$ cat src/rtl/code_rom_pkg.sv
// Shared constants, state encoding and request-check helper for the code ROM controller.
package code_rom_pkg;

    localparam int NUM_INSTRS      = 8;
    localparam int BYTES_PER_INSTR = 4;
    localparam int NUM_BYTES       = NUM_INSTRS * BYTES_PER_INSTR;
    localparam int INSTR_W         = 32;
    localparam int ADDR_W          = 12;

    typedef enum logic [1:0] {
        IDLE  = 2'd0,
        LOAD  = 2'd1,
        FETCH = 2'd2,
        RESP  = 2'd3
    } state_t;

    // Misaligned, or the last byte of the word would fall outside the ROM.
    // One extra bit keeps the +3 from wrapping near the top of the address space.
    function automatic logic fetch_addr_bad(input logic [ADDR_W-1:0] addr);
        logic [ADDR_W:0] last_byte;
        last_byte = {1'b0, addr} + (ADDR_W+1)'(BYTES_PER_INSTR - 1);
        return (addr[1:0] != 2'b00) || (last_byte >= (ADDR_W+1)'(NUM_BYTES));
    endfunction

endpackage

$ cat src/rtl/code_rom_ctrl_if.sv
// Host-load, CPU-fetch and ROM-port signals of code_rom_ctrl; master = surroundings, slave = controller.
// load_csum exists only when CODE_ROM_CTRL_CSUM_EN is defined.
interface code_rom_ctrl_if;
    import code_rom_pkg::*;

    logic                load_start;
    logic                load_valid;
    logic [7:0]          load_data;
    logic                load_ready;
    logic                load_done;
    logic                fetch_req;
    logic [ADDR_W-1:0]   fetch_addr;
    logic                fetch_ack;
    logic [INSTR_W-1:0]  fetch_data;
    logic                fetch_err;
    logic                busy;
    logic                rom_we;
    logic [ADDR_W-1:0]   rom_addr;
    logic [7:0]          rom_wdata;
    logic [7:0]          rom_rdata;
`ifdef CODE_ROM_CTRL_CSUM_EN
    logic [7:0]          load_csum;
`endif

    modport master (
        output load_start, load_valid, load_data, fetch_req, fetch_addr, rom_rdata,
        input  load_ready, load_done, fetch_ack, fetch_data, fetch_err, busy,
               rom_we, rom_addr, rom_wdata
`ifdef CODE_ROM_CTRL_CSUM_EN
        , input load_csum
`endif
    );

    modport slave (
        input  load_start, load_valid, load_data, fetch_req, fetch_addr, rom_rdata,
        output load_ready, load_done, fetch_ack, fetch_data, fetch_err, busy,
               rom_we, rom_addr, rom_wdata
`ifdef CODE_ROM_CTRL_CSUM_EN
        , output load_csum
`endif
    );

endinterface

$ cat src/rtl/code_rom_ctrl.sv
// Arbitrates one byte ROM port between a host loader (1 byte/cycle, stalls on load_valid low) and a word fetch
// (ack 5 cycles after request, 1 on error; fetches wait out a load). CODE_ROM_CTRL_CSUM_EN adds load_csum.
module code_rom_ctrl
    import code_rom_pkg::*;
(
    input  logic            clk,
    input  logic            reset_code_rom_n,
    code_rom_ctrl_if.slave  bus
);

    state_t               state_q, state_d;
    logic [ADDR_W-1:0]    wr_ptr_q, wr_ptr_d;
    logic [ADDR_W-1:0]    base_q, base_d;
    logic [1:0]           beat_q, beat_d;
    logic [23:0]          lanes_q, lanes_d;
    logic [INSTR_W-1:0]   fetch_data_q, fetch_data_d;
    logic                 fetch_err_q, fetch_err_d;
    logic                 fetch_ack_q, fetch_ack_d;
    logic                 load_done_q, load_done_d;

    logic                 rom_we;
    logic [ADDR_W-1:0]    rom_addr;
    logic [7:0]           rom_wdata;
    logic                 load_ready;

    always_ff @(posedge clk or negedge reset_code_rom_n) begin
        if (!reset_code_rom_n) begin
            state_q      <= IDLE;
            wr_ptr_q     <= '0;
            base_q       <= '0;
            beat_q       <= '0;
            lanes_q      <= '0;
            fetch_data_q <= '0;
            fetch_err_q  <= 1'b0;
            fetch_ack_q  <= 1'b0;
            load_done_q  <= 1'b0;
        end else begin
            state_q      <= state_d;
            wr_ptr_q     <= wr_ptr_d;
            base_q       <= base_d;
            beat_q       <= beat_d;
            lanes_q      <= lanes_d;
            fetch_data_q <= fetch_data_d;
            fetch_err_q  <= fetch_err_d;
            fetch_ack_q  <= fetch_ack_d;
            load_done_q  <= load_done_d;
        end
    end

    always_comb begin
        state_d      = state_q;
        wr_ptr_d     = wr_ptr_q;
        base_d       = base_q;
        beat_d       = beat_q;
        lanes_d      = lanes_q;
        fetch_data_d = fetch_data_q;
        fetch_err_d  = fetch_err_q;
        fetch_ack_d  = 1'b0;
        load_done_d  = 1'b0;
        rom_we       = 1'b0;
        rom_addr     = '0;
        rom_wdata    = '0;
        load_ready   = 1'b0;

        unique case (state_q)
            IDLE: begin
                if (bus.load_start) begin
                    state_d  = LOAD;
                    wr_ptr_d = '0;
                end else if (bus.fetch_req) begin
                    if (fetch_addr_bad(bus.fetch_addr)) begin
                        // Ack is registered, so it is raised on the way into RESP.
                        state_d      = RESP;
                        fetch_ack_d  = 1'b1;
                        fetch_err_d  = 1'b1;
                        fetch_data_d = '0;
                    end else begin
                        state_d = FETCH;
                        base_d  = bus.fetch_addr;
                        beat_d  = '0;
                    end
                end
            end
            LOAD: begin
                load_ready = 1'b1;
                if (bus.load_valid) begin
                    rom_we    = 1'b1;
                    rom_addr  = wr_ptr_q;
                    rom_wdata = bus.load_data;
                    wr_ptr_d  = wr_ptr_q + 1'b1;
                    if (wr_ptr_q == ADDR_W'(NUM_BYTES - 1)) begin
                        state_d     = IDLE;
                        load_done_d = 1'b1;
                    end
                end
            end
            FETCH: begin
                rom_addr = base_q + ADDR_W'(beat_q);
                beat_d   = beat_q + 1'b1;
                unique case (beat_q)
                    2'd0: lanes_d[7:0]   = bus.rom_rdata;
                    2'd1: lanes_d[15:8]  = bus.rom_rdata;
                    2'd2: lanes_d[23:16] = bus.rom_rdata;
                    2'd3: begin
                        // Top lane goes straight to the output register with the three buffered lanes.
                        fetch_data_d = {bus.rom_rdata, lanes_q};
                        fetch_err_d  = 1'b0;
                        fetch_ack_d  = 1'b1;
                        state_d      = RESP;
                    end
                    default: ;
                endcase
            end
            RESP: begin
                state_d = IDLE;
            end
            default: state_d = IDLE;
        endcase
    end

`ifdef CODE_ROM_CTRL_CSUM_EN
    logic [7:0] csum_q;

    always_ff @(posedge clk or negedge reset_code_rom_n) begin
        if (!reset_code_rom_n) begin
            csum_q <= '0;
        end else if (state_q == IDLE && bus.load_start) begin
            csum_q <= '0;
        end else if (rom_we) begin
            csum_q <= csum_q + rom_wdata;
        end
    end

    assign bus.load_csum = csum_q;
`endif

    assign bus.load_ready = load_ready;
    assign bus.load_done  = load_done_q;
    assign bus.fetch_ack  = fetch_ack_q;
    assign bus.fetch_data = fetch_data_q;
    assign bus.fetch_err  = fetch_err_q;
    assign bus.busy       = (state_q != IDLE);
    assign bus.rom_we     = rom_we;
    assign bus.rom_addr   = rom_addr;
    assign bus.rom_wdata  = rom_wdata;

endmodule

$ cat src/flat_wrapper.sv
// flat-port wrapper written by rule: the top's interface ports become plain ports
module code_rom_ctrl_flat import code_rom_pkg::*;
  (clk, reset_code_rom_n, bus_load_start, bus_load_valid, bus_load_data, bus_fetch_req, bus_fetch_addr, bus_rom_rdata, bus_load_ready, bus_load_done, bus_fetch_ack, bus_fetch_data, bus_fetch_err, bus_busy, bus_rom_we, bus_rom_addr, bus_rom_wdata);
  code_rom_ctrl_if bus_i ();
  input  logic clk;
  input  logic reset_code_rom_n;
  input wire logic [$bits(bus_i.load_start)-1:0] bus_load_start;
  input wire logic [$bits(bus_i.load_valid)-1:0] bus_load_valid;
  input wire logic [$bits(bus_i.load_data)-1:0] bus_load_data;
  input wire logic [$bits(bus_i.fetch_req)-1:0] bus_fetch_req;
  input wire logic [$bits(bus_i.fetch_addr)-1:0] bus_fetch_addr;
  input wire logic [$bits(bus_i.rom_rdata)-1:0] bus_rom_rdata;
  output wire logic [$bits(bus_i.load_ready)-1:0] bus_load_ready;
  output wire logic [$bits(bus_i.load_done)-1:0] bus_load_done;
  output wire logic [$bits(bus_i.fetch_ack)-1:0] bus_fetch_ack;
  output wire logic [$bits(bus_i.fetch_data)-1:0] bus_fetch_data;
  output wire logic [$bits(bus_i.fetch_err)-1:0] bus_fetch_err;
  output wire logic [$bits(bus_i.busy)-1:0] bus_busy;
  output wire logic [$bits(bus_i.rom_we)-1:0] bus_rom_we;
  output wire logic [$bits(bus_i.rom_addr)-1:0] bus_rom_addr;
  output wire logic [$bits(bus_i.rom_wdata)-1:0] bus_rom_wdata;
  assign bus_i.load_start = bus_load_start;
  assign bus_i.load_valid = bus_load_valid;
  assign bus_i.load_data = bus_load_data;
  assign bus_i.fetch_req = bus_fetch_req;
  assign bus_i.fetch_addr = bus_fetch_addr;
  assign bus_i.rom_rdata = bus_rom_rdata;
  assign bus_load_ready = bus_i.load_ready;
  assign bus_load_done = bus_i.load_done;
  assign bus_fetch_ack = bus_i.fetch_ack;
  assign bus_fetch_data = bus_i.fetch_data;
  assign bus_fetch_err = bus_i.fetch_err;
  assign bus_busy = bus_i.busy;
  assign bus_rom_we = bus_i.rom_we;
  assign bus_rom_addr = bus_i.rom_addr;
  assign bus_rom_wdata = bus_i.rom_wdata;
  code_rom_ctrl u_core (.clk(clk), .reset_code_rom_n(reset_code_rom_n), .bus(bus_i));
endmodule
$ cat config.mk
export PLATFORM = sky130hd
export DESIGN_NAME = code_rom_ctrl_flat
export DESIGN_NICKNAME = d
export VERILOG_FILES = /design/src/rtl/code_rom_pkg.sv /design/src/rtl/code_rom_ctrl_if.sv /design/src/rtl/code_rom_ctrl.sv /design/src/flat_wrapper.sv
export SDC_FILE = /design/constraint.sdc
export NUM_CORES = 1
export LEC_CHECK = 0
export ABC_AREA = 1
export BUFFER_PORTS_ARGS = -buffer_cell sky130_fd_sc_hd__buf_2
export CAP_MARGIN = 20
export CORE_MARGIN = 2
export CORE_UTILIZATION = 59
export DETAILED_ROUTE_END_ITERATION = 10
export GPL_ROUTABILITY_DRIVEN = 0
export PLACE_DENSITY = 0.94
export SLEW_MARGIN = 40
export SYNTH_ARGS = -nofsm -noshare
export SYNTH_HDL_FRONTEND = slang
export SYNTH_SLANG_ARGS = --single-unit
$ cat constraint.sdc
create_clock -name clk -period 3.5 [get_ports clk]
set_input_delay 0.525 -clock clk [delete_from_list [all_inputs] [get_ports clk]]
set_output_delay 0.525 -clock clk [all_outputs]
set_load 0.02 [all_outputs]
## Yosys cells after proc, flatten, opt, wreduce, memory -nomap -nowiden

Cells that the tools add are included.

| word-level totals | value |
|---|---|
| register bits after elaboration | 87 |
| bits of input ports | 33 |
| output and inout bits | 58 |
| logic and storage cells | 88 |

| cells by class | value |
|---|---|
| add/subtract/negate cells | 4 |
| magnitude comparators | 1 |
| eq/ne operators | 16 |
| muxes and demuxes | 39 |
| bitwise operators | 2 |
| reduce and logical (&&, ||, !) cells | 15 |

Operators by type and width:

| kind | number |
|---|---|
| two-way mux 32 bit | 4 |
| one-hot mux 32 bit (2 select lines) | 1 |
| one-hot mux 12 bit (2 select lines) | 2 |
| two-way mux 12 bit | 3 |
| two-way mux 2 bit | 8 |
| two-way mux 8 bit | 2 |
| two-way mux 1 bit | 15 |
| adder 12 x 2 -> 13 bit (second input constant) | 1 |
| greater-or-equal comparator 13 x 6 -> 1 bit (second input constant) | 1 |
| adder 12 x 1 -> 12 bit (second input constant) | 1 |
| adder 12 x 2 -> 12 bit | 1 |
| equality test 12 x 5 -> 1 bit (second input constant) | 1 |
| inequality test 2 bit (second input constant) | 6 |
| AND reduction 4 bit | 3 |
| equality test 2 bit (second input constant) | 4 |
| one-hot mux 2 bit (4 select lines) | 1 |
| nonzero test 2 bit | 4 |
| AND reduction 2 bit | 3 |
| AND reduction 5 bit | 1 |
| equality test 2 x 1 -> 1 bit (second input constant) | 2 |
| logical NOT 2 bit | 2 |
| inequality test 2 x 1 -> 1 bit (second input constant) | 2 |
| one-hot mux 1 bit (2 select lines) | 2 |
| one-hot mux 2 bit (2 select lines) | 1 |
| 5 further kinds | 6 |

## Logic depth before layout (Yosys ltp)

Gate-level depths: netlist of run 1.

| depth | value |
|---|---|
| word-level depth | 7 |
| mapped depth | 11 |
| gate-level depth less buffers | 10 |

## Worst setup path before layout of run 1

Ideal clock, no wire load.

| timing | value |
|---|---|
| path kind | reg2out |
| from | reg u_core.state_q[1] |
| to | out bus_rom_addr[10] |
| data arrival time | 1.841 ns |
| data required time | 2.975 ns |
| path slack | 1.134 ns |
| stages on the path, launching flop included | 8 |
| cells stage by stage | dfrtp_1 > inv_1 > ha_1 > nand2_1 > inv_1 > buf_2 > nand2_1 > a21oi_1 |

| on the way | value |
|---|---|
| word-level cells in the longest chain between the ends | 2 |
| elaborated cells between the ends (all ways) | 3 |
| classes of those cells | eq/ne: 2; mux: 1 |

Ends and longest elaborated chain:

| element | line | source |
|---|---|---|
| start: declaration | code_rom_ctrl.sv:11 | `state_t state_q, state_d;` |
| start signal: assignment | code_rom_ctrl.sv:38 | `state_q <= state_d;` |
| equality test 2 bit or equality test 2 x 1 -> 1 bit (tied branches) | code_rom_ctrl.sv:65 | `unique case (state_q)` |
| one-hot mux 12 bit (2 select lines) * | code_rom_ctrl.sv:65 |  |
| end: declaration | flat_wrapper.sv:20 | `output wire logic [$bits(bus_i.rom_addr)-1:0] bus_rom_addr;` |

Mark *: on every way between the ends. The rest lies on a longest branch, timed or not.

## Worst setup path after layout of run 1

| timing | value |
|---|---|
| from | reg u_core.state_q[1] |
| to | out bus_rom_addr[1] |

Same word-level chain as after synthesis.

==> out/qor.txt, run 1 <==
Wirelength per Cell: 13.36 um
Comb power frac: 0.365
ANT nets after route: 0
Diodes inserted: 0
Slew Limit Fails: 0
Die area: 7954 um2
Non-filler cells, final: 733
Vias in the first global route: 3627
Ys async rst share: 1.000
CP Launch Type: flip-flop
Storage cell area: 2177 um2
Fmax: 328.2 MHz
Synth area leaders: dfrtp_1, nand2_1, inv_1
Die Width: 89.19 um
Synthesized area: 4282 um2
Final setup fails: 0
Count of input and output buffers: 90
Worst Path Required: 2.97 ns
I/O pin cnt: 91
Multi-input gate area: 1789 um2
Layout cells sized above 1: 0.2019
Post-synthesis instance total: 543
Initial DRC Count: 195
Num CTS Buffers: 9
Path type of the worst setup path: reg2out
Layout fillers: 619
Final Total Pwr: 3543 uW
EDFF count, synth: 0
Cell Rows: 31
Synth cell count leaders: nand2_1, dfrtp_1, inv_1, o21ai_0, nor2_1
Area grow syn2layout: 16.34%
Syn nets: 587
CP Data Arrival Time: 2.52 ns
Post-CTS repair timing setup buffer count: 0
Post-Place Cell Area: 4776 um2
Synth Area per Inst: 7.885 um2
Max-Cap Viols: 0
CTS H-tree lvls: 3
Leading area contributor after synthesis: dfrtp_1
Via count: 3828
Core box area: 7137 um2
Post-Route WL: 9792 um
Final Cell Area: 4981 um2
Vias per cell: 5.222
Tcrit/Tclk final: 0.8704
CTS tree: yes
Number of antenna violations at the first check in global routing: 0
Cell Count Post-Placement: 717
Clock Path Buffers: 2
Seq/Total Area, Yosys: 0.5085
Post-CTS Hold Fix Bufs: 0
HPWL after DPL: 7001 um
Hold Vio Cnt, Final: 0
Share of the synthesized area in the top cell type: 0.5085
Pre-CTS WS: 0.9062 ns
Nets: 673
Tmin final: 3.047 ns
Clock Skew: 0.009748 ns
Cell Int Power: 2054 uW
Top-count cell post-synth: nand2_1
Overflow after GRT: 0
First-pass iteration count of the detailed router: 6
Worst Path Max Fanout: 15
Switching pwr: 1489 uW
Switching share of power: 0.4203
Register share of total power: 0.432
CTS Root Cell: clkbuf_8
Setup TNS: 0 ns
Worst-path clk slew: 0.09 ns
Initial core utilization: 0.5999
Worst setup margin: 0.4534 ns
Crit path capture type: output pin
Lkg Pwr: 0.002846 uW
RSZ-0062 raised after global routing: false
Max VDD drop: 0.2880 mV
Clock power frac: 0.204
Die Ht: 89.19 um
HP Class: in2async
Clk sink count: 87
Worst-Margin Slew: 0.6572 ns
Largest net degree at the start of global routing: 88
First-pass GRT wire length: 16270 um
Synth warnings: 0
Top FF cell, synth: dfrtp_1
Rel. slew slack: 0.5619
Pwr/cell area: 711.3 nW/um2
Post-CTS sizing: 0
Netlist cell types: 31
Residual DRC: 0
Run status: complete, no violations
Total track usage: 0.2647
Yosys reg bits: 87
Clk_lat worst skew: 0.36 ns
==> critical path, stage by stage (launching register included) <==
cell and delay, ns:
dfrtp_1 0.41, inv_1 0.08, ha_1 0.46, nand2_1 0.33, inv_1 0.40, nand2_1 0.10
a21oi_1 0.17, buf_2 0.20
==> cells in the final DEF (no fill, tap or decap), drive strengths merged, types with 10 or more instances in the layout <==
| cell | count |
|---|---|
| a21oi | 17 |
| buf | 90 |
| clkbuf | 10 |
| dfrtp | 87 |
| ha | 10 |
| inv | 61 |
| nand2 | 223 |
| nand3 | 30 |
| nor2 | 38 |
| o21ai | 41 |
==> sequential cells by signal (all words and copies together) (netlist names) <==
signal                 flops
u_core.wr_ptr_q           12
u_core.bus.fetch_data     32
u_core.bus.fetch_ack       1
u_core.base_q             12
u_core.bus.load_done       1
u_core.state_q             2
u_core.lanes_q            24
u_core.beat_q              2
u_core.bus.fetch_err       1
==> cells by family (layout without fill, tap and decap cells) <==
kind of cell / after synthesis / after routing / share of synthesized area
AOI/OAI and AO/OA: 64 / 64 / 0.08066
xor gates and xnor gates: 1 / 1 / 0.002046
adders and majority gates: 11 / 11 / 0.03390
buffers and inverters: 75 / 166 / 0.07364
DFF: 87 / 87 / 0.5085
and+or+nand+nor: 305 / 305 / 0.3013
==> cell type report <==
cell class | count | area share
inverters | 59 | 0.04446
multi-input cells | 381 | 0.3592
flip-flops and latches | 87 | 0.4371
repair buffers | 91 | 0.09370
clock inverters | 7 | 0.01583
well taps | 99 | 0.02487
clock buffers | 9 | 0.02487
==> power by group through the flow <==
stage               Clock [uW]  Combinational, uW  Sequential (uW)
global route               774               1460             1570
global placement             0               1240             1520
floorplan                    0                719             1710
CTS                        734               1300             1530
finish                     722               1290             1530
detailed placement           0               1300             1540
==> path summary, 6_finish.rpt <==
path | startpoint | endpoint | slack, ns | cells after the start
max reg2reg | u_core.state_q[0]$_DFFE_PN0P_ | u_core.bus.fetch_data[13]$_DFFE_PN0P_ | 1.14 | 9
min reg2reg | u_core.lanes_q[7]$_DFFE_PN0P_ | u_core.bus.fetch_data[7]$_DFFE_PN0P_ | 0.47 | 2
min in group clk | bus_rom_rdata[4] | u_core.bus.fetch_data[28]$_DFFE_PN0P_ | 0.37 | 3
max in group asynchronous | reset_code_rom_n | u_core.base_q[0]$_DFFE_PN0P_ | 2.85 | 1
min | reset_code_rom_n | u_core.bus.fetch_data[19]$_DFFE_PN0P_ | 0.21 | 1
max | u_core.state_q[1]$_DFFE_PN0P_ | bus_rom_addr[1] | 0.45 | 7
==> stage by stage <==
step	utilization	hold WS, ns
2_1_floorplan	-	0.2294
3_3_place_gp	0.6687	0.4511
3_5_place_dp	0.6692	0.4572
4_1_cts	0.6976	0.2324
5_1_grt	0.6979	0.2548
6_report	0.6979	0.2078
==> layer usage <==
| metal | vias up | track usage | wire [um] |
|---|---|---|---|
| met4 | 0 | 0.09905 | 201 |
| met3 | 29 | 0.05355 | 579 |
| met1 | 1778 | 0.3376 | 4046 |
| met2 | 151 | 0.4478 | 4965 |
| met5 | - | 0 | 0 |
| li1 | 1870 | - | - |
No activity file was read; power rests on OpenSTA's default activity.
==> run 2, diff against run 1 <==
--- a/config.mk
+++ b/config.mk
@@ -9,10 +9,10 @@
 export BUFFER_PORTS_ARGS = -buffer_cell sky130_fd_sc_hd__buf_2
 export CAP_MARGIN = 20
 export CORE_MARGIN = 2
-export CORE_UTILIZATION = 59
+export CORE_UTILIZATION = 54
 export DETAILED_ROUTE_END_ITERATION = 10
 export GPL_ROUTABILITY_DRIVEN = 0
-export PLACE_DENSITY = 0.94
+export PLACE_DENSITY = 0.88
 export SLEW_MARGIN = 40
 export SYNTH_ARGS = -nofsm -noshare
 export SYNTH_HDL_FRONTEND = slang
==> run 2 against run 1 <==
Against the previous run: critical path depth unchanged; non-clock buffer count unchanged; power down 1.7%; via count down 0.21%; flip-flop and latch count unchanged; first-iteration DRC count down 13%; routed wire length up 0.64%; fmax up 1.7%; utilization down 5.2 points.
==> out/qor.txt, run 2 (synthesized netlist as in run 1, its figures left out) <==
Die area: 8657 um2
CP Launch Type: flip-flop
Comb power frac: 0.371
Residual DRC: 0
First-pass iteration count of the detailed router: 5
Worst-Margin Slew: 0.6693 ns
HPWL after DPL: 7055 um
Post-CTS Hold Fix Bufs: 0
Clock Skew: 0.007099 ns
First-pass GRT wire length: 16440 um
Core box area: 7687 um2
CP Data Arrival Time: 2.47 ns
Clock power frac: 0.190
Fmax: 333.8 MHz
Tcrit/Tclk final: 0.8561
Final setup fails: 0
Run status: complete, no violations
CTS H-tree lvls: 3
Clock Path Buffers: 2
Initial core utilization: 0.5570
Largest net degree at the start of global routing: 88
Initial DRC Count: 169
Switching share of power: 0.4254
Count of input and output buffers: 90
Diodes inserted: 0
CTS Root Cell: clkbuf_8
CTS tree: yes
Num CTS Buffers: 9
Reg-to-Reg Start: u_core.state_q[0]$_DFFE_PN0P_
Via count: 3820
Vias in the first global route: 3573
Clk sink count: 87
Crit path capture type: output pin
Lkg Pwr: 0.002830 uW
Total track usage: 0.2392
Setup TNS: 0 ns
Pwr/cell area: 701.5 nW/um2
Commonest cells after routing, fill and taps aside: nand2_1, buf_2, dfrtp_1, inv_1, o21ai_0
Slew Limit Fails: 0
Max VDD drop: 0.3456 mV
Rel. slew slack: 0.5538
Tmin final: 2.996 ns
Path type of the worst setup path: reg2out
Nets: 673
Die Ht: 93.05 um
Number of antenna violations at the first check in global routing: 0
Max-Cap Viols: 0
Overflow after GRT: 0
Cell Rows: 32
Largest register FFs: 32
Wirelength per Cell: 13.39 um
Worst-path clk slew: 0.09 ns
HP Class: in2async
Die Width: 93.05 um
Switching pwr: 1481 uW
Register share of total power: 0.439
Layout cells sized above 1: 0.2003
Commonest non-fill, non-tap cell in the layout: nand2_1
I/O pin cnt: 91
Cell Int Power: 2001 uW
Final Total Pwr: 3482 uW
ANT nets after route: 0
Post-CTS repair timing setup buffer count: 0
RSZ-0062 raised after global routing: false
CP Launch Point: u_core.state_q[1]$_DFFE_PN0P_
Hold Vio Cnt, Final: 0
Clk_lat worst skew: 0.36 ns
Post-CTS sizing: 0
Worst Path Required: 2.97 ns
Worst Path Max Fanout: 15
Vias per cell: 5.190
Post-Route WL: 9855 um
Area grow syn2layout: 15.93%
[run 2: through the flow]
step	hold WS [ns]	area, um2	std cells	util	setup WS (ns)
after floorplan	0.2294	4282	543	-	1.134
after global placement	0.4520	4776	720	0.6213	1.038
after detailed placement	0.4507	4780	720	0.6217	0.9231
after CTS	0.2370	4961	736	0.6453	0.5021
after global routing	0.2481	4964	736	0.6457	0.2998
final	0.1967	4964	736	0.6457	0.5038
[run 2: power groups by stage]
stage                     combinational (uW)  sequential, uW  clock [uW]
after floorplan                          719            1710           0
after global placement                  1250            1530           0
after detailed placement                1300            1550           0
after CTS                               1300            1530         676
after global routing                    1450            1570         718
final                                   1290            1530         662
[run 2: final cells by class]
type | count | area [um2]
tap | 102 | 127.6
multi-input combinational | 381 | 1789
inverter | 59 | 221.5
sequential | 87 | 2177
clock inverter | 5 | 40.04
fill | 719 | 2724
timing repair buffer | 91 | 466.7
clock buffer | 11 | 141.4
[run 2: path summary, 6_finish.rpt]
| path | endpoint | slack, ns | cells past startpoint |
|---|---|---|---|
| worst max-delay path | bus_rom_addr[6] | 0.50 | 7 |
| worst min-delay path | u_core.bus.fetch_data[22]$_DFFE_PN0P_ | 0.20 | 1 |
| worst max register to register | u_core.bus.fetch_data[20]$_DFFE_PN0P_ | 1.18 | 10 |
| worst min register to register | u_core.bus.fetch_data[9]$_DFFE_PN0P_ | 0.47 | 2 |
| max in group asynchronous | u_core.wr_ptr_q[4]$_DFFE_PN0P_ | 2.83 | 1 |
| min in group clk | u_core.bus.fetch_data[31]$_DFFE_PN0P_ | 0.38 | 3 |
[run 2: worst max-delay path: stages (launching register included)]
cell     delay, ns
dfrtp_1       0.41
inv_1         0.08
ha_1          0.45
nand2_1       0.32
inv_1         0.40
nand2_1       0.10
a21oi_1       0.16
buf_2         0.18
[run 2: routing by layer]
metal  GRT usage  share of wire  vias to the layer above
met5           0              0                        -
met4     0.09436          0.025                        0
met3     0.03465          0.059                       25
met2      0.4052           0.50                      145
met1      0.3121           0.42                     1778
li1            -              -                     1872
==> run 3, diff against run 2 <==
--- a/config.mk
+++ b/config.mk
@@ -10,9 +10,11 @@
 export CAP_MARGIN = 20
 export CORE_MARGIN = 2
 export CORE_UTILIZATION = 54
+export CTS_BUF_LIST = sky130_fd_sc_hd__clkbuf_16
 export DETAILED_ROUTE_END_ITERATION = 10
 export GPL_ROUTABILITY_DRIVEN = 0
 export PLACE_DENSITY = 0.88
+export RECOVER_POWER = 25
 export SLEW_MARGIN = 40
 export SYNTH_ARGS = -nofsm -noshare
 export SYNTH_HDL_FRONTEND = slang
==> run 3 against run 2 <==
Against the previous run: non-clock buffer count unchanged; power increased by 6.5%; the run now ends with capacitance limit, slew limit left; global-route usage up 0.052 points; critical path depth unchanged; largest power group unchanged; clock skew decreased by 0.00088 ns; via count is 0.29% higher; first-iteration DRC count down 16%; clock power grew 33%; routed wire length up 0.14%; combinational power barely moved.
==> out/qor.txt, run 3 (synthesized netlist as in run 1, its figures left out) <==
Run status: finished, violations left
Violated checks: capacitance limit, slew limit
Worst-path clk slew: 0.06 ns
CP bufs+invs: 3
Pre-CTS WS: 0.9231 ns
Cell Int Power: 2201 uW
Num CTS Buffers: 9
Min Hold Slack: 0.4090 ns
ANT nets after route: 0
Wirelength per Cell: 13.41 um
Crit path capture type: output pin
CP max stage delay: 0.44 ns
Switching pwr: 1507 uW
CP Launch Type: flip-flop
I/O pin cnt: 91
Clk sink count: 87
Clock Path Buffers: 2
CTS H-tree lvls: 3
Critical path depth: 7
Setup TNS: 0 ns
Post-layout util: 0.6564
Pwr/cell area: 734.8 nW/um2
Area grow syn2layout: 17.86%
Hold Vio Cnt, Final: 0
Commonest cells after routing, fill and taps aside: nand2_1, buf_2, dfrtp_1, inv_1, o21ai_0
HP Class: in2reg
Overflow after GRT: 0
Tmin final: 2.959 ns
Comb power frac: 0.350
Post-CTS sizing: 0
CTS Root Cell: clkbuf_16
Largest register FFs: 32
First-pass GRT wire length: 16700 um
Final Total Pwr: 3708 uW
Worst Path Required: 2.97 ns
Via count: 3831
Die Width: 93.05 um
Worst-Margin Slew: 2.074 ns
R2R depth: 10
RSZ-0062 raised after global routing: false
Total track usage: 0.2398
Commonest non-fill, non-tap cell in the layout: nand2_1
Residual DRC: 0
Layout cells sized above 1: 0.1987
Cell Rows: 32
CP Data Arrival Time: 2.43 ns
Path type of the worst setup path: reg2out
Rel. slew slack: -0.3826
Diodes inserted: 0
Initial DRC Count: 142
Initial core utilization: 0.5570
Lkg Pwr: 0.002872 uW
Post-CTS Hold Fix Bufs: 0
Register share of total power: 0.413
Vias in the first global route: 3583
Vias per cell: 5.205
Clk_lat worst skew: 0.33 ns
Post-Route WL: 9869 um
Core box area: 7687 um2
Nets: 673
Slew Limit Fails: 88
HPWL after DPL: 7055 um
Tcrit/Tclk final: 0.8454
CP max stage cell: ha_1
Max-Cap Viols: 1
Switching share of power: 0.4064
CTS tree: yes
Layout fillers: 699
Clock Skew: 0.006219 ns
Kind of cell adding the most delay to the critical path: buffers and inverters
First-pass iteration count of the detailed router: 5
Largest net degree at the start of global routing: 88
Die area: 8657 um2
Post-CTS repair timing setup buffer count: 0
Hold depth: 3
Crit path cell chain: inv_1, ha_1, nand2_1, inv_1, nand2_1, a21oi_1, buf_2
Number of antenna violations at the first check in global routing: 0
Worst Path Max Fanout: 15
Worst setup margin: 0.5411 ns
Final setup fails: 0
Die Ht: 93.05 um
Max VDD drop: 0.4138 mV
Fmax: 338.0 MHz
Count of input and output buffers: 90
Clock power frac: 0.237
[run 3: power groups by stage]
stage	registers, uW	clock network (uW)	logic [uW]
6_report	1530	881	1300
5_1_grt	1570	943	1450
4_1_cts	1530	893	1310
3_5_place_dp	1550	0	1300
3_3_place_gp	1530	0	1250
2_1_floorplan	1710	0	719
[run 3: cell type report]
class,count,area [um2],share of cell area
Tap cell,102,127.6,0.02529
Inverter,59,221.5,0.04389
Clock buffer,9,225.2,0.04463
Clock inverter,7,47.55,0.009422
Multi-Input combinational cell,381,1789,0.3546
Sequential cell,87,2177,0.4314
Timing Repair Buffer,91,457.9,0.09075
[run 3: path summary, 6_finish.rpt]
kind                                                 from                               endpoint  slack, ns
max                         u_core.state_q[1]$_DFFE_PN0P_                       bus_rom_addr[10]       0.54
min                                      bus_rom_rdata[7]  u_core.bus.fetch_data[31]$_DFFE_PN0P_       0.41
max reg2reg                 u_core.state_q[0]$_DFFE_PN0P_  u_core.bus.fetch_data[20]$_DFFE_PN0P_       1.19
min reg2reg                u_core.lanes_q[17]$_DFFE_PN0P_  u_core.bus.fetch_data[17]$_DFFE_PN0P_       0.47
max in group asynchronous                reset_code_rom_n         u_core.wr_ptr_q[4]$_DFFE_PN0P_       1.50
min in group asynchronous                reset_code_rom_n  u_core.bus.fetch_data[22]$_DFFE_PN0P_       0.79
[run 3: per-layer routing]
layer  part of all wire  track usage  vias to the layer above  routed length [um]
met1               0.41       0.3169                     1797                4078
met3              0.062      0.04190                       21                 614
met5                  0            0                        -                   0
met2               0.51       0.4173                      138                5044
met4              0.013      0.05147                        0                 131
li1                   -            -                     1875                   -
[run 3: worst min-delay path, delay by kind of cell]
kind | cells | cell delay, ns
buffers and inverters | 1 | 0.09
AND/OR/NAND/NOR | 2 | 0.10
[run 3: per-stage QoR]
step	std cells	cell area [um2]
after global routing	736	5046
final	736	5046
after detailed placement	720	4780
after CTS	736	5052
after global placement	720	4776
after floorplan	543	4282
